==> config.mk <==
export PLATFORM = sky130hd
export DESIGN_NAME = rob_sn_alloc
export DESIGN_NICKNAME = d
export VERILOG_FILES = /design/src/rtl/rob_pkg.sv /design/src/rtl/rob_sn_counter.sv /design/src/rtl/rob_sn_alloc.sv
export SDC_FILE = /design/constraint.sdc
export NUM_CORES = 1
export LEC_CHECK = 0
export CORE_MARGIN = 4
export CORE_UTILIZATION = 50
export DETAILED_ROUTE_END_ITERATION = 10
export PLACE_DENSITY = 0.84
export SYNTH_ARGS = -nofsm -noshare
export SYNTH_HDL_FRONTEND = slang
export SYNTH_SLANG_ARGS = --single-unit
==> constraint.sdc <==
create_clock -name clk -period 5.85 [get_ports clk]
set_input_delay 0.585 -clock clk [delete_from_list [all_inputs] [get_ports clk]]
set_output_delay 0.585 -clock clk [all_outputs]
set_load 0.03 [all_outputs]
==> src/rtl/rob_pkg.sv <==
// rob_pkg: depth and SN/count types shared by the SN allocator and the ROB control unit
package rob_pkg;
  localparam int ROB_DEPTH = 32;
  localparam int ROB_PTRW = $clog2(ROB_DEPTH);
  typedef logic [ROB_PTRW-1:0] sn_t;
  typedef logic [ROB_PTRW:0] cnt_t;
endpackage

==> src/rtl/rob_sn_counter.sv <==
// rob_sn_counter: wrapping pointer with enable and synchronous reset
module rob_sn_counter #(
  parameter int p_width = 5
) (
  input  logic               clk,
  input  logic               rst,
  input  logic               en,
  output logic [p_width-1:0] q
);
  always_ff @(posedge clk) begin
    if (rst) q <= '0;
    else if (en) q <= q + 1'b1;
  end
endmodule

==> src/rtl/rob_sn_alloc.sv <==
// rob_sn_alloc: in-order SN allocator that blocks reuse until the ROB retires the SN
module rob_sn_alloc
  import rob_pkg::*;
#(
  parameter int p_depth = ROB_DEPTH,
  parameter int p_ptrwidth = $clog2(p_depth)
) (
  input  logic                  clk,
  input  logic                  rst,
  input  logic                  alloc_en,
  output logic                  alloc_cpl,
  output logic [p_ptrwidth-1:0] alloc_sn,
  input  logic                  retire_en,
  output logic [p_ptrwidth-1:0] retire_sn,
  output logic [p_ptrwidth:0]   count,
  output logic                  full,
  output logic                  empty,
  output logic [p_depth-1:0]    outstanding,
  output logic                  err
);
  localparam logic [p_ptrwidth:0] cnt_full = (p_ptrwidth+1)'(p_depth);
  logic [p_ptrwidth-1:0] alloc_ptr, ret_ptr;
  logic retire_ok;
  rob_sn_counter #(.p_width(p_ptrwidth)) u_alloc_ptr (.clk(clk), .rst(rst), .en(alloc_cpl), .q(alloc_ptr));
  rob_sn_counter #(.p_width(p_ptrwidth)) u_ret_ptr (.clk(clk), .rst(rst), .en(retire_ok), .q(ret_ptr));
  // flags come from registered count only, so a same-cycle retire never reaches alloc_cpl
  always_comb begin
    full = count == cnt_full;
    empty = count == '0;
    alloc_cpl = !rst && alloc_en && !full;
    alloc_sn = rst ? '0 : alloc_ptr;
    retire_ok = retire_en && !empty;
    retire_sn = ret_ptr;
  end
  always_ff @(posedge clk) begin
    if (rst) begin
      count <= '0;
      outstanding <= '0;
      err <= 1'b0;
    end else begin
      count <= count + (p_ptrwidth+1)'(alloc_cpl) - (p_ptrwidth+1)'(retire_ok);
      outstanding <= (outstanding | (alloc_cpl ? p_depth'(1) << alloc_ptr : '0))
                     & ~(retire_ok ? p_depth'(1) << ret_ptr : '0);
      err <= err | (retire_en && empty);
    end
  end
endmodule

==> impl_metrics.json, run 1 <==
{
  "layout.nets": 356,
  "initial_utilization": 0.531,
  "slew_headroom": 0.285,
  "cts-resized-gates": 0,
  "clock.fmax_ghz": 0.317,
  "finalWorstPathRequiredPeriod_ns": 3.16,
  "distinct_cell_type_count_of_the_synthesized_netlist": 44,
  "synth_top_cell_area_share": 0.379,
  "postCtsSetupBuffers": 0,
  "post_place_setup_slack_ns": 2.74,
  "global_route.usage.total": 0.209,
  "worst_slack_ns": 2.69,
  "cp_data_arrival_time_ns": 2.57,
  "drt_drc_violations_left": 0,
  "wire_per_inst_um": 16.4,
  "setup.worst_path.start_class": "flop",
  "dr.pass1.iters": 6,
  "end_point_of_the_worst_hold_path": "err",
  "dieArea_mm2": 0.00639,
  "reg2reg_setup_slack_ns": 2.91,
  "internal_power_w": 0.000655,
  "synth_warnings": 0,
  "synth_enable_flop_cells": 0,
  "synthesis.nets": 313,
  "floorplan.core_area_mm2": 0.00488,
  "synthesis.instances": 287,
  "ios": 56,
  "rsz0062_at_grt": "no",
  "hold_viol": 0,
  "origin_of_the_worst_min_delay_path": "err",
  "p_sw_w": 0.000465,
  "worstSetupEndpointType": "output pin",
  "reg2reg_from": "count[2]",
  "cts.htree.levels": 2,
  "detail-route-antenna-nets": 0,
  "synth.top_cells.by_area": "sky130_fd_sc_hd__dfxtp_1, sky130_fd_sc_hd__ha_1, sky130_fd_sc_hd__nor3_1",
  "finalHoldWorstSlack_ns": 0.491,
  "setup_viol": 0,
  "worstSkewPairLatency_ns": 0.31,
  "clock_sink_count": 49,
  "antenna_violations_before_repair": 0,
  "final_critical_path_share_of_the_clock_period": 0.540,
  "cts_max_path_buffers": 2,
  "hold_depth": 2,
  "final_weighted_congestion_in_routability_driven_placement": 0.807,
  "drt-total-wl_um": 6530,
  "fin_skew_ns": 0.00734,
  "regToRegEndpoint": "count[4]",
  "dpl.hpwl_um": 4670,
  "numCtsBuffers": 5,
  "timing.critical_path.fanout_max": 36,
  "die_x_um": 80.0,
  "route.vias.total": 2360,
  "mappedNetlistArea_mm2": 0.00259,
  "max_cap_violations": 0,
  "viasPerCell": 5.93,
  "slew_viol_final": 0,
  "cp_data_required_time_ns": 5.27,
  "combinationalPowerShare": 0.457,
  "worst_ir_drop_vdd_mv": 0.254,
  "worst_pin_slew_ns": 1.07,
  "worst_r2r_path_depth": 12,
  "multi_input_comb_area_mm2": 0.00143,
  "p_seq_frac": 0.358,
  "tritoncts_clock_tree": "yes",
  "synth_sequential_area_ratio": 0.379,
  "syn-mean-instance-area_um2": 9.02,
  "hold_buffers": 0,
  "layout.core_utilization": 0.658,
  "run_status": "finished clean",
  "signed_area_change_from_the_synthesized_netlist_to_the_final_layout_pct": 24.1,
  "first_pass_grt_wire_length_um": 10700,
  "die_height_um": 80.0,
  "ys_ff_latch": 49,
  "layout.cells.non_filler": 398,
  "final.setup.tns_ns": 0,
  "register_area_um2": 981,
  "overflow": 0,
  "dominantRegCellSynth": "sky130_fd_sc_hd__dfxtp_1",
  "nFillCells": 413,
  "power.share.clock": 0.185,
  "post-synth-top-area-cell": "sky130_fd_sc_hd__dfxtp_1",
  "io_buffer_count": 55,
  "timing_worst_setup_path_type": "flop to output pin",
  "grt_max_degree": 64,
  "cts.root.buffer_cell": "sky130_fd_sc_hd__clkbuf_8",
  "cts.clk_slew.worst_paths_ns": 0.10,
  "swShare": 0.415,
  "rows": 25,
  "timing.hold.worst.class": "flop to flop",
  "vias_in_the_first_global_route": 2192,
  "diodes": 0,
  "leakagePower_nw": 1.16,
  "drt_iter0_markers": 255,
  "ys_async_sr_fraction": 0,
  "layout_cells_sized_above_1": 0.0725,
  "pwr_density_cell_mw_per_mm2": 349,
  "post-place-cells": 390
}
sequential cells by signal, indices dropped and copies added (netlist names):
signal / cells
err: 1
count: 6
u_alloc_ptr.q: 5
outstanding: 32
u_ret_ptr.q: 5
metrics by stage:
step / instance area [um2] / power, W
global route: 3210 / 0.00120
CTS: 3210 / 0.00112
global placement: 3120 / 0.000903
detailed placement: 3120 / 0.000916
finish: 3210 / 0.00112
floorplan: 2590 / 0.000786
cell usage after synthesis, types with 3 or more instances:
master,number
sky130_fd_sc_hd__a211oi_1,6
sky130_fd_sc_hd__a21oi_1,8
sky130_fd_sc_hd__a311oi_1,4
sky130_fd_sc_hd__a31oi_1,28
sky130_fd_sc_hd__a41oi_1,4
sky130_fd_sc_hd__and4b_1,3
sky130_fd_sc_hd__and4bb_2,3
sky130_fd_sc_hd__buf_2,11
sky130_fd_sc_hd__clkbuf_1,5
sky130_fd_sc_hd__dfxtp_1,49
sky130_fd_sc_hd__ha_1,21
sky130_fd_sc_hd__inv_1,20
sky130_fd_sc_hd__mux2_2,3
sky130_fd_sc_hd__mux2_4,3
sky130_fd_sc_hd__nand2b_1,3
sky130_fd_sc_hd__nand3_1,8
sky130_fd_sc_hd__nand3b_1,5
sky130_fd_sc_hd__nor2_1,12
sky130_fd_sc_hd__nor2b_1,9
sky130_fd_sc_hd__nor3_1,49
sky130_fd_sc_hd__o31ai_1,3
logic make-up (layout without fill, tap and decap cells):
group	Yosys count	count (layout)	share of synthesized area
AND/OR/NAND/NOR	108	108	0.250
AO/OA/AOI/OAI	59	59	0.153
flip-flops	49	49	0.379
buffers and inverters	41	85	0.0706
adder cells (fa/ha/maj)	22	22	0.109
multiplexers	7	7	0.0343
XOR/XNOR	1	1	0.00338
layout by cell type, fill, tap and decap left out, types with 2 or more instances in the layout:
cell type / Yosys / routed
sky130_fd_sc_hd__or2_2: 2 / 2
sky130_fd_sc_hd__a21o_1: 2 / 2
sky130_fd_sc_hd__a41oi_1: 4 / 4
sky130_fd_sc_hd__or4_1: 2 / 2
sky130_fd_sc_hd__nand3_1: 8 / 8
sky130_fd_sc_hd__o31ai_1: 3 / 3
sky130_fd_sc_hd__and4b_1: 3 / 3
sky130_fd_sc_hd__nand2b_1: 3 / 3
sky130_fd_sc_hd__and2_1: 2 / 2
sky130_fd_sc_hd__inv_1: 20 / 20
sky130_fd_sc_hd__mux2_4: 3 / 3
sky130_fd_sc_hd__nor2_1: 12 / 12
sky130_fd_sc_hd__and4bb_2: 3 / 3
sky130_fd_sc_hd__a21oi_1: 8 / 8
sky130_fd_sc_hd__clkdlybuf4s50_1: 0 / 54
sky130_fd_sc_hd__nand3b_1: 5 / 5
sky130_fd_sc_hd__clkbuf_8: 0 / 5
sky130_fd_sc_hd__dfxtp_1: 49 / 49
sky130_fd_sc_hd__nor2b_1: 9 / 9
sky130_fd_sc_hd__a311oi_1: 4 / 4
sky130_fd_sc_hd__a31oi_1: 28 / 28
sky130_fd_sc_hd__nor3_1: 49 / 49
sky130_fd_sc_hd__and3_1: 2 / 2
sky130_fd_sc_hd__o21ai_0: 2 / 2
sky130_fd_sc_hd__mux2_2: 3 / 3
sky130_fd_sc_hd__a211oi_1: 6 / 6
sky130_fd_sc_hd__ha_1: 21 / 21
routing by layer:
| metal | part of all wire | GRT usage | up-vias |
|---|---|---|---|
| li1 | - | - | 1150 |
| met1 | 0.45 | 0.280 | 1091 |
| met2 | 0.48 | 0.336 | 105 |
| met3 | 0.055 | 0.0327 | 14 |
| met4 | 0.019 | 0.0794 | 0 |
| met5 | 0 | 0 | - |
critical path, stage by stage, from the launching register on:
cell                              delay, ns
sky130_fd_sc_hd__dfxtp_1               0.38
sky130_fd_sc_hd__inv_1                 0.08
sky130_fd_sc_hd__ha_1                  0.25
sky130_fd_sc_hd__nand4bb_1             0.11
sky130_fd_sc_hd__buf_4                 0.34
sky130_fd_sc_hd__and2_1                0.36
sky130_fd_sc_hd__clkdlybuf4s50_1       0.73
power by group through the flow:
stage	logic, W	registers [W]	clock network (W)
global placement	0.000496	0.000406	0
global route	0.000562	0.000407	0.000227
floorplan	0.000333	0.000453	0
finish	0.000512	0.000401	0.000207
detailed placement	0.000509	0.000407	0
CTS	0.000512	0.000400	0.000209
area by class of cell:
cell class,count,area share
multi-input cells,197,0.444
flip-flops and latches,49,0.305
repair buffers,56,0.172
well taps,67,0.0261
inverters,21,0.0245
clock buffers,5,0.0214
clock inverters,3,0.00662
how the worst max path moves through the flow:
stage	startpoint	end	slack (ns)	cells after the start
6_report	count[2]	alloc_cpl	2.69	6
5_1_grt	rst	alloc_cpl	2.56	4
4_1_cts	count[2]	alloc_cpl	2.68	6
3_5_place_dp	retire_en	count[4]	2.74	10
3_3_place_gp	retire_en	count[4]	2.79	10
2_1_floorplan	count[2]	count[4]	3.37	12
Note: power is estimated with default switching activity, not from simulation.
==> run 2, diff against run 1 <==
clock period = 3.01 ns   (was 5.85 ns; I/O delays follow)
==> impl_metrics.json, run 2 (synthesized netlist as in run 1, its figures left out) <==
{
  "p_sw_w": 0.000909,
  "antenna_violations_before_repair": 0,
  "hold_buffers": 0,
  "signed_area_change_from_the_synthesized_netlist_to_the_final_layout_pct": 24.8,
  "viasPerCell": 6.00,
  "rows": 25,
  "drt_drc_violations_left": 0,
  "die_x_um": 80.0,
  "multi_input_comb_area_mm2": 0.00143,
  "fin_skew_ns": 0.00789,
  "leakagePower_nw": 1.17,
  "wire_per_inst_um": 16.7,
  "p_seq_frac": 0.357,
  "drt-total-wl_um": 6710,
  "worstSetupEndpointType": "output pin",
  "combinationalPowerShare": 0.464,
  "numCtsBuffers": 5,
  "cts_max_path_buffers": 2,
  "reg2reg_setup_slack_ns": 0.48,
  "detail-route-antenna-nets": 0,
  "timing.hold.worst.class": "primary input to flop",
  "hold_viol": 0,
  "nFillCells": 421,
  "worst_ir_drop_vdd_mv": 0.473,
  "floorplan.core_area_mm2": 0.00488,
  "first_pass_grt_wire_length_um": 11000,
  "hold_depth": 4,
  "power.share.clock": 0.179,
  "ios": 56,
  "layout_commonest_cell": "sky130_fd_sc_hd__clkdlybuf4s50_1",
  "worst_pin_slew_ns": 0.610,
  "grt_max_degree": 63,
  "final_weighted_congestion_in_routability_driven_placement": 0.848,
  "layout_cells_sized_above_1": 0.0808,
  "timing.critical_path.fanout_max": 33,
  "register_area_um2": 981,
  "setup_viol": 0,
  "drt_iter0_markers": 263,
  "layout.nets": 359,
  "vias_in_the_first_global_route": 2384,
  "cp_data_arrival_time_ns": 2.26,
  "most-common-layout-cells": "sky130_fd_sc_hd__clkdlybuf4s50_1, sky130_fd_sc_hd__nor3_1, sky130_fd_sc_hd__dfxtp_1",
  "die_height_um": 80.0,
  "top_reg_by_flops": "outstanding",
  "dpl.hpwl_um": 4760,
  "initial_utilization": 0.531,
  "slew_viol_final": 0,
  "global_route.usage.total": 0.218,
  "largestRegisters": "outstanding x32, count x6",
  "diodes": 0,
  "worstSkewPairLatency_ns": 0.31,
  "internal_power_w": 0.00128,
  "clock.fmax_ghz": 0.391,
  "dieArea_mm2": 0.00639,
  "postCtsSetupBuffers": 0,
  "slew_headroom": 0.594,
  "run_status": "finished clean",
  "tritoncts_clock_tree": "yes",
  "finalWorstPathRequiredPeriod_ns": 2.56,
  "final_critical_path_share_of_the_clock_period": 0.850,
  "finalHoldWorstSlack_ns": 0.423,
  "rsz0062_at_grt": "no",
  "final.setup.tns_ns": 0,
  "cts.root.buffer_cell": "sky130_fd_sc_hd__clkbuf_8",
  "max_cap_violations": 0,
  "cp_data_required_time_ns": 2.71,
  "cts-resized-gates": 0,
  "overflow": 0,
  "setup.worst_path.start_class": "flop",
  "io_buffer_count": 55,
  "worst_r2r_path_depth": 12,
  "pwr_density_cell_mw_per_mm2": 677,
  "cts.htree.levels": 2,
  "swShare": 0.415,
  "cts.clk_slew.worst_paths_ns": 0.09,
  "clock_sink_count": 49,
  "timing_worst_setup_path_type": "flop to output pin",
  "max_ffs_per_register": 32,
  "dr.pass1.iters": 4,
  "route.vias.total": 2406
}
run 2: power by group through the flow:
stage	Combinational (W)	Sequential (W)	Clock, W
after floorplan	0.000647	0.000880	0
after global placement	0.000982	0.000790	0
after detailed placement	0.00101	0.000793	0
after CTS	0.00101	0.000778	0.000395
after global routing	0.00111	0.000788	0.000427
final	0.00102	0.000780	0.000392
run 2: area by class of cell:
| class | instances | area share |
|---|---|---|
| tap | 67 | 0.0259 |
| timing repair buffer | 59 | 0.178 |
| multi-input combinational | 197 | 0.441 |
| clock buffer | 5 | 0.0213 |
| sequential | 49 | 0.304 |
| clock inverter | 3 | 0.00542 |
| inverter | 21 | 0.0244 |
run 2: worst paths after layout:
kind | startpoint | end
min reg2reg | err | err
max | count[2] | empty
min | rst | u_alloc_ptr.q[3]
max reg2reg | count[2] | count[4]
run 2: metrics by stage:
stage	total power [W]	util	cells	instance area [um2]	setup slack [ns]
detailed placement	0.00180	0.644	393	3140	0.454
global route	0.00233	0.662	401	3230	0.304
global placement	0.00177	0.644	393	3140	0.509
CTS	0.00219	0.662	401	3230	0.439
floorplan	0.00153	-	287	2590	0.531
finish	0.00219	0.662	401	3230	0.452
run 2: metal layers:
metal,GRT usage,up-vias,part of all wire
li1,-,1154,-
met1,0.268,1151,0.43
met2,0.352,85,0.49
met3,0.0553,16,0.057
met4,0.108,0,0.024
met5,0,-,0
run 2: worst max-delay path: stages (launching register included):
cell and delay [ns]:
sky130_fd_sc_hd__dfxtp_1 0.34, sky130_fd_sc_hd__inv_1 0.09, sky130_fd_sc_hd__ha_1 0.24, sky130_fd_sc_hd__nand4bb_4 0.16, sky130_fd_sc_hd__inv_2 0.09, sky130_fd_sc_hd__buf_4 0.30, sky130_fd_sc_hd__clkdlybuf4s50_1 0.73
